File: config.mk
export PLATFORM = sky130hd
export DESIGN_NAME = freq_est_frame
export DESIGN_NICKNAME = d
export VERILOG_FILES = /design/src/rtl/freq_est_frame.sv
export SDC_FILE = /design/constraint.sdc
export NUM_CORES = 1
export LEC_CHECK = 0
export BUFFER_PORTS_ARGS = -buffer_cell sky130_fd_sc_hd__clkbuf_2
export CAP_MARGIN = 20
export CORE_ASPECT_RATIO = 1.5
export CORE_MARGIN = 4
export CORE_UTILIZATION = 64
export DETAILED_ROUTE_END_ITERATION = 8
export PLACE_DENSITY = 0.86
export SLEW_MARGIN = 30
export SYNTH_ARGS = -nofsm -noshare
export SYNTH_HDL_FRONTEND = slang
export SYNTH_SLANG_ARGS = --single-unit
File: constraint.sdc
create_clock -name clk -period 9 [get_ports clk]
set_input_delay 0.9 -clock clk [delete_from_list [all_inputs] [get_ports clk]]
set_output_delay 0.9 -clock clk [all_outputs]
set_load 0.01 [all_outputs]
File: src/rtl/freq_est_frame.sv
// freq_est_frame: per-frame peak magnitude and hysteretic threshold-crossing count,
// with an external threshold or one derived from the previous frame's peak.
module freq_est_frame #(
  parameter int W            = 16,
  parameter int FRAME_LEN    = 256,
  parameter int CNT_W        = 16,
  parameter int THRESH_SHIFT = 2,
  parameter int HYST_EN      = 1
) (
  input  logic             clk,
  input  logic             rst_n,
  input  logic [W-1:0]     i_x,
  input  logic             i_v,
  input  logic             i_restart,
  input  logic             i_thr_mode,
  input  logic [W-1:0]     i_thr_ext,
  output logic [CNT_W-1:0] o_count,
  output logic [W-1:0]     o_peak,
  output logic [W-1:0]     o_thr_out,
  output logic             o_vout
);
  localparam int IW = $clog2(FRAME_LEN);
  localparam logic [W-1:0] MAG_MAX = {1'b0, {(W-1){1'b1}}};
  localparam logic [W-1:0] MAG_MIN = {1'b1, {(W-1){1'b0}}};
  typedef enum logic {S_REARM = 1'b0, S_ARMED = 1'b1} state_t;
  state_t           r_state, w_state_nxt;
  logic [IW-1:0]    r_idx;
  logic [W-1:0]     r_peak_acc, r_prev_peak, r_thr_cur;
  logic [CNT_W-1:0] r_cnt_acc, r_count;
  logic [W-1:0]     r_peak, r_thr_out;
  logic             r_vout;
  logic             w_accept, w_first, w_last, w_gt, w_lo, w_inc;
  logic [W-1:0]     w_thr_ad, w_thr, w_neg_thr, w_mag, w_peak_nxt;
  logic [CNT_W-1:0] w_cnt_nxt;
  assign w_accept   = i_v & ~i_restart;
  assign w_first    = r_idx == '0;
  assign w_last     = r_idx == IW'(FRAME_LEN - 1);
  assign w_thr_ad   = $signed(r_prev_peak) >>> THRESH_SHIFT;
  // The first sample of a frame is judged against the threshold being loaded now
  assign w_thr      = w_first ? (i_thr_mode ? i_thr_ext : w_thr_ad) : r_thr_cur;
  assign w_neg_thr  = -w_thr;
  assign w_mag      = (i_x == MAG_MIN) ? MAG_MAX : (i_x[W-1] ? -i_x : i_x);
  assign w_peak_nxt = (w_mag > r_peak_acc) ? w_mag : r_peak_acc;
  assign w_gt       = $signed(i_x) > $signed(w_thr);
  assign w_lo       = (HYST_EN != 0) ? ($signed(i_x) < $signed(w_neg_thr)) : ~w_gt;
  assign w_cnt_nxt  = (w_inc && ~&r_cnt_acc) ? r_cnt_acc + CNT_W'(1) : r_cnt_acc;
  assign o_count    = r_count;
  assign o_peak     = r_peak;
  assign o_thr_out  = r_thr_out;
  assign o_vout     = r_vout;
  always_ff @(posedge clk or negedge rst_n)
    if (!rst_n) r_state <= S_REARM;
    else        r_state <= w_state_nxt;
  always_comb begin
    w_state_nxt = r_state;
    if (i_restart)                 w_state_nxt = S_REARM;
    else if (i_v)                  w_state_nxt = (r_state == S_ARMED) ? (w_gt ? S_REARM : S_ARMED)
                                                                     : (w_lo ? S_ARMED : S_REARM);
  end
  always_comb begin
    w_inc = w_accept && (r_state == S_ARMED) && w_gt;
  end
  always_ff @(posedge clk or negedge rst_n) begin
    if (!rst_n) begin
      r_idx       <= '0;
      r_peak_acc  <= '0;
      r_cnt_acc   <= '0;
      r_prev_peak <= '0;
      r_thr_cur   <= '0;
      r_count     <= '0;
      r_peak      <= '0;
      r_thr_out   <= '0;
      r_vout      <= 1'b0;
    end else begin
      r_vout <= w_accept && w_last;
      if (i_restart) begin
        r_idx       <= '0;
        r_peak_acc  <= '0;
        r_cnt_acc   <= '0;
        r_prev_peak <= '0;
      end else if (i_v) begin
        if (w_first) r_thr_cur <= w_thr;
        if (w_last) begin
          r_count     <= w_cnt_nxt;
          r_peak      <= w_peak_nxt;
          r_thr_out   <= w_thr;
          r_prev_peak <= w_peak_nxt;
          r_idx       <= '0;
          r_cnt_acc   <= '0;
          r_peak_acc  <= '0;
        end else begin
          r_idx      <= r_idx + IW'(1);
          r_cnt_acc  <= w_cnt_nxt;
          r_peak_acc <= w_peak_nxt;
        end
      end
    end
  end
endmodule

# Word level (Yosys, flattened, before mapping)

Index checks and enable logic that the tools add are counted.

Bits in registers: 122
Bits of input ports: 37
Output and inout port bits: 49
Logic and storage cells: 56

Add/subtract/negate cells: 4
Magnitude comparators: 3
Equality and inequality tests: 2
Multiplexer cells: 23
Bitwise gates (word level): 2
Reductions and logical operators: 12

Operators by type and width:

| operator                | number |
|---|---|
| $mux W16                | 15 |
| $gt A16 B16 Y1          | 2 |
| $neg A16 Y16            | 2 |
| $mux W8                 | 3 |
| $add A16 B1 Y16 const B | 1 |
| $eq A16 B16 Y1 const B  | 1 |
| $lt A16 B16 Y1          | 1 |
| $reduce_and A16 Y1      | 1 |
| $add A8 B1 Y8 const B   | 1 |
| $eq A8 B8 Y1 const B    | 1 |
| $logic_not A8 Y1        | 1 |
| $reduce_and A3 Y1       | 2 |
| $mux W1                 | 5 |
| $logic_and A1 B1 Y1     | 4 |
| $reduce_bool A2 Y1      | 2 |
| $reduce_and A2 Y1       | 1 |
| $and A1 B1 Y1           | 1 |
| $logic_not A1 Y1        | 1 |
| $not A1 Y1              | 1 |

# Logic depth before layout (Yosys ltp)

Depth after elaboration: 9
Mapped depth: 19
Gate-level depth less buffers: 16

# Least setup slack after synthesis

OpenSTA, ideal clock, no wires.

Path type: input -> register
Start: input i_x[2]
End: register r_peak_acc[0]
Setup time: 66 ps
Data arrival time: 4309 ps
Data required time: 8934 ps
Slack: 4625 ps
Stages: 14
Path buffers: 2
Path through: or4_1 -> or3_1 -> o41ai_1 -> mux2i_1 -> ha_1 -> a21o_1 -> nand3_1 -> a21oi_1 -> a211oi_1 -> a21oi_1 -> buf_1 -> o21ai_1 -> clkbuf_1 -> a22o_1

Longest elaborated chain between the ends: 8
Elaborated cells on any way between the ends: 9

Ends and longest elaborated chain:

| item                 | line | source |
|---|---|---|
| start, declared      | 12   | `input logic [W-1:0] i_x,` |
| $neg A16 Y16         | 42   | `assign w_mag = (i_x == MAG_MIN) ? MAG_MAX : (i_x[W-1] ? -i_x : i_x);` |
| $mux W16             | 42   |  |
| $mux W16 (*)         | 42   |  |
| $gt A16 B16 Y1       | 43   | `assign w_peak_nxt = (w_mag > r_peak_acc) ? w_mag : r_peak_acc;` |
| $mux W16 (*)         | 43   |  |
| $mux W16 (*)         | 83   | `if (w_last) begin` |
| $mux W16 (*)         | 81   | `end else if (i_v) begin` |
| $mux W16 (*)         | 76   | `if (i_restart) begin` |
| end signal, assigned | 94   | `r_peak_acc <= w_peak_nxt;` |
| end, declared        | 28   | `logic [W-1:0] r_peak_acc, r_prev_peak, r_thr_cur;` |

Mark *: on every way between the ends. The rest lies on a longest branch, timed or not. The select of a mux whose other input is x is not followed.
A chain may end at the register's enable or synchronous reset.

# Worst setup path after layout

Start: register r_idx[0]
End: register r_cnt_acc[8]

Longest elaborated chain between the ends: 9
Elaborated cells on any way between the ends: 10

Ends and longest elaborated chain:

| item                   | line | source |
|---|---|---|
| start, declared        | 27   | `logic [IW-1:0] r_idx;` |
| start signal, assigned | 92   | `r_idx <= r_idx + IW'(1);` |
| $logic_not A8 Y1       | 36   | `assign w_first = r_idx == '0;` |
| $mux W16               | 40   | `assign w_thr = w_first ? (i_thr_mode ? i_thr_ext : w_thr_ad) : r_thr_cur;` |
| $gt A16 B16 Y1         | 44   | `assign w_gt = $signed(i_x) > $signed(w_thr);` |
| $logic_and A1 B1 Y1    | 61   | `w_inc = w_accept && (r_state == S_ARMED) && w_gt;` |
| $logic_and A1 B1 Y1    | 46   | `assign w_cnt_nxt = (w_inc && ~&r_cnt_acc) ? r_cnt_acc + CNT_W'(1) : r_cnt_acc;` |
| $mux W16               | 46   |  |
| $mux W16 (*)           | 83   |  |
| $mux W16 (*)           | 81   |  |
| $mux W16 (*)           | 76   |  |
| end signal, assigned   | 93   | `r_cnt_acc <= w_cnt_nxt;` |
| end, declared          | 29   | `logic [CNT_W-1:0] r_cnt_acc, r_count;` |

Marked as above.

==> flow_summary.toml <==
[drt]
drtIter0Drc = 423
wl_per_cell_um = 18.9
via_per_inst = 6.28
vias = 6460
drc = 0
drt_first_pass_iters = 5
totalWireLength_um = 19500
drtAntennaViolNets = 0

[grt]
grt_usage_pct = 31.0
grt_overflow = 0
antenna_found_initial = 0
grt_pass1_vias = 6639
grt_max_degree = 107
grt_pass1_wl_um = 32000

[cts]
cts.sink_count = 120
cts_made_buffers = 17
post_cts_buffers = 0
cts_hold_buf = 0
cts_tree = "yes"
clk_latency_ns = 0.42
cts_root_buf = "clkbuf_16"
cts_max_level = 4
cts_buffer_depth = 2
cts_resized = 0
clk_pin_slew_ns = 0.06

[sta]
tightest_slew_ns = 0.815
clock.fmax_mhz = 196
final_max_slew_viol_count = 0
clock_skew_ns = 0.00639
tns_ns = 0
fin_ws_ns = 3.91
hold-worst-slack_ns = 0.478
max_slew_margin_pct = 45.5
setup_viol = 0
rsz0062_at_grt = "false"
period_minus_slack_ns = 5.09
hold_violations = 0
finalCritPeriodShare_pct = 56.6

[finish]
final_cells = 1028
nFillCells = 784
finalInstanceArea_um2 = 8460
layout.nets = 956
antenna_cells = 0
area_delta_synth_final_pct = 15.9
layout-drive-gt1-share_pct = 17.4

[synth]
synth_top_family_by_area = "simple AND/OR/NAND/NOR gates"
synthMuxAreaShare_pct = 6.79
ys.flop_type = "dfrtp_1"
synthArstFlopShare_pct = 100
syn_nets = 885
yosys.area_share.xor_xnor_pct = 4.44
ys_ff_latch = 120
ys_types = 58
yosysSeqAreaShare_pct = 41.2
yosys.area_share.simple_pct = 17.7
synth-edff-count = 0
syn_area_per_cell_um2 = 9.16
yosys.area_share.adder_pct = 8.74
syn_area_um2 = 7300
syn_inst = 797
yosys_warnings = 0
synth_compound_area_share_pct = 17.5

[setup_path]
cp.required_ns = 9.31
crit_type = "register to register"
cp-end-kind = "register"
path_cells = "inv_1, ha_1, nor4b_4, nand2_2, o21ai_1, inv_1, ha_1, nand4_1, nor2_1, a211oi_1, nand4_1, a2111oi_2, o21ai_1, mux2_2"
arrival_ns = 5.40
critPathLaunchType = "register"
cp_top_family = "compound AO/OA/AOI/OAI gates"
crit_buf_inv = 2
slowest_stage = "a2111oi_2"
worstPathMaxFanout = 31
max_stage_delay_ns = 0.78

[die]
start_util_pct = 65.7
die_area_um2 = 13200
core.rowCount = 47
die_w_um = 95.2
core_um2 = 11100
io_pins = 86
die_y_um = 139

[run_status]
status = "complete, no violations"

[flow_run]
drv_cap = 0

[placed_design]
hpwl_um = 13900
place_ws_ns = 4.01
port_buffers = 85
place.gp.congestion = 0.931
place_inst = 995
placed_area_um2 = 7800

[power_and_ir_drop]
power_density_nw_per_um2 = 190
vdd_ir_drop_max_mv = 0.137
p_leak_nw = 3.97

[min_path]
min-delay-path-class = "register to register"
[worst min-delay path, delay by kind of cell (launching register included)]
kind / cells / cell delay, ns
compound gates: 1 / 0.06
flops: 1 / 0.34
simple gates: 1 / 0.04
[flip-flops by register name (all words and copies together), names as in the netlist]
register	count
o_count	16
o_peak	16
o_thr_out	16
o_vout	1
r_cnt_acc	16
r_idx	8
r_peak_acc	16
r_prev_peak	14
r_state	1
r_thr_cur	16
[stage by stage]
step | utilization, % | power (mW)
after floorplan | - | 0.795
after global placement | 70.1 | 0.867
after global routing | 76.1 | 1.67
after detailed placement | 70.2 | 0.882
after CTS | 75.8 | 1.60
final | 76.1 | 1.60
[cell type report]
type,count,area [um^2],area share (%)
Inverter,31,116,1.38
Timing Repair Buffer,90,478,5.65
Clock inverter,10,143,1.69
Tap cell,147,184,2.17
Sequential cell,120,3000,35.5
Clock buffer,22,484,5.72
Multi-Input combinational cell,608,4050,47.9
[cells by family after synthesis]
| group | Yosys count |
|---|---|
| and+or+nand+nor | 271 |
| AOI/OAI and AO/OA | 203 |
| DFF | 120 |
| buffers and inverters | 69 |
| adders and majority gates | 51 |
| muxes | 46 |
| xor gates and xnor gates | 37 |
[synth_stat cells, drive strengths merged, types with 2 or more instances]
cell type | n | area [um^2]
ha | 51 | 638
xor2 | 10 | 87.6
nand4 | 18 | 125
a21boi | 2 | 15.0
o31ai | 4 | 30.0
mux2 | 9 | 101
a211oi | 6 | 55.1
and3 | 7 | 43.8
o21a | 8 | 60.1
nor3b | 3 | 22.5
a21o | 11 | 82.6
buf | 8 | 41.3
or2 | 3 | 18.8
or4 | 3 | 22.5
nor2b | 8 | 50.1
a22o | 18 | 158
xnor2 | 27 | 236
a21oi | 38 | 190
o21ai | 94 | 470
mux2i | 37 | 394
a2111oi | 5 | 75.1
nor2 | 43 | 161
or3 | 5 | 31.3
o211ai | 5 | 37.5
clkbuf | 30 | 113
inv | 30 | 113
dfrtp | 120 | 3000
nand2b | 4 | 25.0
nand3 | 22 | 110
nor3 | 8 | 50.1
nor4 | 10 | 62.6
o41ai | 2 | 17.5
and2 | 4 | 25.0
nand2 | 128 | 483
a31oi | 3 | 18.8
[path summary, 6_finish.rpt]
| path | from | end | slack (ns) | depth (start not counted) |
|---|---|---|---|---|
| min in group asynchronous | rst_n | o_peak[5] | 0.49 | 1 |
| hold / removal | o_peak[8] | o_peak[8] | 0.48 | 2 |
| setup reg to reg | r_idx[0] | r_cnt_acc[8] | 3.91 | 14 |
| setup / recovery | r_idx[0] | r_cnt_acc[8] | 3.91 | 14 |
| max in group asynchronous | rst_n | r_idx[3] | 7.44 | 3 |
| hold reg to reg | o_peak[8] | o_peak[8] | 0.48 | 2 |
[layout by cell type (no fill, tap or decap), types with 5 or more instances in the layout]
cell type	n
nor4_1	10
o21ai_0	55
nand4_1	16
xnor2_1	27
nor2b_1	8
mux2_2	9
clkbuf_2	84
inv_1	30
and3_1	7
a21oi_1	37
o21ai_1	38
buf_4	5
or3_1	5
dfrtp_1	120
nand2_1	126
nor3_1	6
nand3_1	21
a22o_1	18
xor2_1	10
o21a_1	8
a2111oi_2	5
nor2_1	43
a21o_1	11
clkbuf_16	17
ha_1	51
mux2i_1	33
o211ai_1	5
[report_power, final]
group	switching [mW]	internal, mW
Combinational	0.186	0.118
Clock	0.253	0.465
Sequential	0.0193	0.563
[metal layers]
metal | global-route usage [%] | vias up | wire, um
met5 | 0 | - | 0
met3 | 6.79 | 81 | 1220
met1 | 34.9 | 3142 | 7000
met4 | 17.2 | 0 | 1030
met2 | 52.9 | 265 | 10200
li1 | - | 2972 | -
No activity file was read; power rests on OpenSTA's default activity.
